<file path="config.mk">
export PLATFORM = sky130hd
export DESIGN_NAME = rot_cmd_fifo
export DESIGN_NICKNAME = d
export VERILOG_FILES = /design/src/rtl/rot_cmd_fifo.sv
export SDC_FILE = /design/constraint.sdc
export NUM_CORES = 1
export LEC_CHECK = 0
export CAP_MARGIN = 10
export CORE_ASPECT_RATIO = 0.75
export CORE_MARGIN = 2
export CORE_UTILIZATION = 49
export DETAILED_ROUTE_END_ITERATION = 16
export PLACE_DENSITY = 0.75
export SLEW_MARGIN = 20
export SYNTH_ARGS = -nofsm -noshare
export SYNTH_HDL_FRONTEND = slang
export SYNTH_SLANG_ARGS = --single-unit
</file>
<file path="constraint.sdc">
create_clock -name clk -period 2.3 [get_ports clk]
set_input_delay 0.23 -clock clk [delete_from_list [all_inputs] [get_ports clk]]
set_output_delay 0.23 -clock clk [all_outputs]
set_load 0.005 [all_outputs]
</file>
<file path="src/rtl/rot_cmd_fifo.sv">
// Command FIFO feeding the combinational right rotator; resolves relative amounts on push.
// Optional same-cycle empty-FIFO bypass: define ROT_CMD_FIFO_BYPASS_EN.
module rot_cmd_fifo #(
  parameter int unsigned N     = 8,
  parameter int unsigned DEPTH = 4
) (
  input  logic                       clk,
  input  logic                       rst,
  input  logic                       in_valid,
  output logic                       in_ready,
  input  logic [N-1:0]               in_a,
  input  logic [$clog2(N)-1:0]       in_b,
  input  logic                       in_rel,
  output logic                       out_valid,
  input  logic                       out_ready,
  output logic [N-1:0]               out_a,
  output logic [$clog2(N)-1:0]       out_b,
  output logic [$clog2(DEPTH):0]     count
);

  localparam int unsigned BW = $clog2(N);
  localparam int unsigned PW = $clog2(DEPTH);
  localparam int unsigned CW = PW + 1;

  logic [N-1:0]  mem_a [DEPTH];
  logic [BW-1:0] mem_b [DEPTH];
  logic [PW-1:0] wr_ptr;
  logic [PW-1:0] rd_ptr;
  logic [BW-1:0] acc;
  logic [BW-1:0] b_abs;
  logic          push;
  logic          push_mem;
  logic          pop_mem;
  logic          not_empty;

  assign not_empty = (count != '0);
  assign in_ready  = !rst && (count != CW'(DEPTH));
  assign push      = in_valid && in_ready;
  assign b_abs     = in_rel ? BW'(acc + in_b) : in_b;
  assign pop_mem   = not_empty && out_ready;

`ifdef ROT_CMD_FIFO_BYPASS_EN
  logic bypass;

  // An empty FIFO forwards the incoming command; it is only stored if not taken now.
  assign bypass    = in_valid && !rst && (count == '0);
  assign out_valid = not_empty || bypass;
  assign out_a     = bypass ? in_a  : mem_a[rd_ptr];
  assign out_b     = bypass ? b_abs : mem_b[rd_ptr];
  assign push_mem  = push && !(bypass && out_ready);
`else
  assign out_valid = not_empty;
  assign out_a     = mem_a[rd_ptr];
  assign out_b     = mem_b[rd_ptr];
  assign push_mem  = push;
`endif

  always_ff @(posedge clk) begin
    if (rst) begin
      wr_ptr <= '0;
      rd_ptr <= '0;
      count  <= '0;
      acc    <= '0;
      for (int unsigned i = 0; i < DEPTH; i++) begin
        mem_a[i] <= '0;
        mem_b[i] <= '0;
      end
    end else begin
      if (push) begin
        acc <= b_abs;
      end
      if (push_mem) begin
        mem_a[wr_ptr] <= in_a;
        mem_b[wr_ptr] <= b_abs;
        wr_ptr        <= wr_ptr + PW'(1);
      end
      if (pop_mem) begin
        rd_ptr <= rd_ptr + PW'(1);
      end
      case ({push_mem, pop_mem})
        2'b10:   count <= count + CW'(1);
        2'b01:   count <= count - CW'(1);
        default: count <= count;
      endcase
    end
  end

endmodule
</file>
==> metrics, run 1 <==
Worst setup SP type=flop; Setup CP Type=flop to flop; most common cell after layout, fill and taps aside=edfxtp_1; reg2reg end=count[2]; fin. max-slew vios=0; first-pass GRT wire length=8330 um; Post-Route WL=5170 um; Final Hold Fails=0; Avg WL per Cell=18.3 um; Num CTS Buffers=5; Synth Register Bits=56; fillers=389; register area=1560 um2; final setup TNS=0 ps; Routed Antenna Nets=0; Hold Buf Count CTS=0; R2R depth=9; DP HPWL=3550 um; CTS tree=yes; WP depth=9; core area=4950 um2; worst clock skew=12.1 ps; vias=1,616; WHS Endpoint=count[2]; share of layout cells above drive strength 1=0.193; worst r2r src=count[2]; PortBufs=31; Slowest cell on crit path=dfxtp_2; layout net count=242; CTS root buf=clkbuf_8; Clock Latency Late Sink=310 ps; Hold Path Class=flop to flop; Internal=1900 uW; Antenna Cells=0; deepest clock path buffer count=2; Worst Path Arrival=2390 ps; clk slew on worst S/H paths=100 ps; Syn. warnings=0; htree depth=2; Mean Syn Cell Area=14.4 um2; HP Start=count[2]; CP dominant cell by count=inv_1; Max Fclk=466 MHz; worst reg-to-reg setup slack=150 ps; DRC violations left=0; fin crit period=2150 ps; CP delay by family, top=simple AND/OR/NAND/NOR gates; sequential share of power=0.484; PD cells=852 nW/um2; DP Worst Slack=-30.8 ps; Worst-Margin Slew=607 ps; slew margin rel.=0.595; register area share after synthesis=0.614; Lkg Pwr=0.00115 uW; die footprint=5780 um2; count of different cell masters after synthesis=37; Die X=87.2 um; CP Cell Sequence=nor3b_2 -> nor2_1 -> inv_1 -> ha_1 -> inv_1 -> fa_1 -> xor2_1 -> or3_1 -> a21oi_1; CP Max Fanout=8; max cap viols=0; largest net degree at the start of global routing=18; status=completed; Crit. End Element=flop; combinational fraction of design power=0.314; Worst Slack Setup Final=154 ps; router iterations before antenna repair=4; GR Util All Layers=0.195; Hold Path Depth=2; initial DRC count=114; area delta synth->final=21.9%; Routability Congestion=0.832; post-CTS setup buffer count=0; TritonCTS Sinks=56; RSZ-0062 raised after global routing=no; row count=22; final instance area=3100 um2; initial core utilization=0.513; IO Pins=32; placed cell area=3010 um2; clock share of power=0.202; sw power=738 uW; Peak VDD IR=0.567 mV; total nets after synthesis=197; final worst-path cycle share=0.933; CP peak stage delay=390 ps; worst path buffer plus inverter count=2; Die Y=66.4 um; antenna violations before repair=0; Critical Path RT=2540 ps; synthesized instance count=177; Mapped Area=2540 um2; global route total overflow=0; area of the multi-input gates=920 um2; final setup vio count=0; vias in the first global route=1,690; Net Sw Frac=0.280; vias per inst=5.71; commonest cells after routing, fill and taps aside=44 x edfxtp_1, 31 x clkdlybuf4s50_1, 24 x and2_1, 16 x nor2_1, 13 x buf_4
-- cell usage after synthesis --
| cell type | count | area (um2) |
|---|---|---|
| xnor2_1 | 2 | 17.5 |
| a21oi_2 | 2 | 17.5 |
| o311ai_0 | 1 | 8.76 |
| a21o_1 | 1 | 7.51 |
| mux4_2 | 11 | 248 |
| or3b_1 | 1 | 8.76 |
| or4_4 | 2 | 22.5 |
| o31ai_1 | 1 | 7.51 |
| and3_1 | 8 | 50.1 |
| buf_6 | 1 | 11.3 |
| a41o_1 | 1 | 10.0 |
| and4_4 | 1 | 11.3 |
| clkbuf_1 | 3 | 11.3 |
| inv_2 | 1 | 3.75 |
| and2_1 | 24 | 150 |
| dfxtp_1 | 12 | 240 |
| or3_1 | 3 | 18.8 |
| fa_1 | 2 | 40.0 |
| ha_1 | 2 | 25.0 |
| inv_1 | 5 | 18.8 |
| nor3b_2 | 1 | 12.5 |
| nand3_1 | 1 | 5.00 |
| edfxtp_1 | 44 | 1320 |
| o31a_1 | 1 | 8.76 |
| o21ai_0 | 2 | 10.0 |
| nand2b_2 | 1 | 8.76 |
| nand4_1 | 1 | 6.26 |
| a21oi_1 | 9 | 45.0 |
| a211oi_1 | 2 | 15.0 |
| xor2_1 | 3 | 26.3 |
| nor2b_1 | 1 | 6.26 |
| nor4_2 | 2 | 25.0 |
| buf_2 | 3 | 15.0 |
| nor2_1 | 16 | 60.1 |
| a311oi_1 | 1 | 8.76 |
| nand2b_1 | 3 | 18.8 |
| mux2i_1 | 2 | 20.0 |
-- per-layer routing --
metal	routed length [um]	part of all wire	up-vias	GRT usage
li1	-	-	752	-
met1	2210	0.43	800	0.237
met2	2560	0.50	58	0.347
met3	344	0.067	6	0.0462
met4	52	0.010	0	0.0596
met5	0	0	-	0
-- power groups by stage --
stage	registers [uW]	clock network, uW	logic, uW
after detailed placement	1300	0	833
after global routing	1290	573	904
after CTS	1280	541	838
after floorplan	1290	0	455
final	1280	533	830
after global placement	1290	0	813
-- per-stage QoR --
stage | instances | power [uW] | hold slack, ps | utilization
after floorplan | 177 | 1740 | 395 | -
after global placement | 275 | 2100 | 518 | 0.607
after detailed placement | 275 | 2130 | 518 | 0.607
after CTS | 283 | 2660 | 554 | 0.625
after global routing | 283 | 2770 | 587 | 0.625
final | 283 | 2640 | 528 | 0.625
-- cell type report --
class / count / area share
clock buffers: 6 / 0.0234
clock inverters: 2 / 0.00525
inverters: 6 / 0.00727
multi-input cells: 108 / 0.297
flip-flops and latches: 56 / 0.505
well taps: 60 / 0.0242
repair buffers: 45 / 0.138
-- kinds of logic (layout without fill, tap and decap cells) --
group / count (synthesis) / count (layout) / share of synthesized area
buf+inv: 13 / 59 / 0.0236
xor+xnor: 5 / 5 / 0.0172
mux: 13 / 13 / 0.105
compound gates: 21 / 21 / 0.0547
simple gates: 65 / 65 / 0.159
fa+ha+maj: 4 / 4 / 0.0256
flops: 56 / 56 / 0.614
-- state kept, by name (all words and copies together), names as in the netlist, named ones only --
name and cells:
count 3, mem_a 32, wr_ptr 2, rd_ptr 2, mem_b 12, acc 3
-- how the worst max path moves through the flow --
stage / endpoint / from / slack (ps)
floorplan: count[2] / count[2] / 20
global placement: count[2] / rst / 100
detailed placement: count[2] / rst / -30
CTS: count[2] / count[2] / 80
global route: count[2] / count[2] / 6
finish: count[2] / count[2] / 150
-- worst reg2reg max path: cells and delay by family, from the launching register on --
kind                       cells  cell delay, ps
AOI/OAI and AO/OA              1             140
xor gates and xnor gates       1             160
adders and majority gates      2             570
buffers and inverters          2             180
DFF                            1             390
and+or+nand+nor                3             650
-- repair_timing --
action	CTS	global route
hold endpoints to repair	0	0
endpoints found under the setup margin	0	1
gates resized for setup	0	1
No activity file was read; power rests on OpenSTA's default activity.
==> run 2: changes to the inputs <==
--- a/config.mk
+++ b/config.mk
@@ -11,6 +11,7 @@
 export CORE_UTILIZATION = 49
 export DETAILED_ROUTE_END_ITERATION = 16
 export PLACE_DENSITY = 0.75
+export SKIP_LAST_GASP = 1
 export SLEW_MARGIN = 20
 export SYNTH_ARGS = -nofsm -noshare
 export SYNTH_HDL_FRONTEND = slang
==> results of run 2 <==
Final layout, timing and power as in run 1 (identical DEF).
==> run 3: changes to the inputs <==
--- a/config.mk
+++ b/config.mk
@@ -5,7 +5,6 @@
 export SDC_FILE = /design/constraint.sdc
 export NUM_CORES = 1
 export LEC_CHECK = 0
-export CAP_MARGIN = 10
 export CORE_ASPECT_RATIO = 0.75
 export CORE_MARGIN = 2
 export CORE_UTILIZATION = 49
==> results of run 3 <==
Final layout, timing and power as in run 1 (identical DEF).
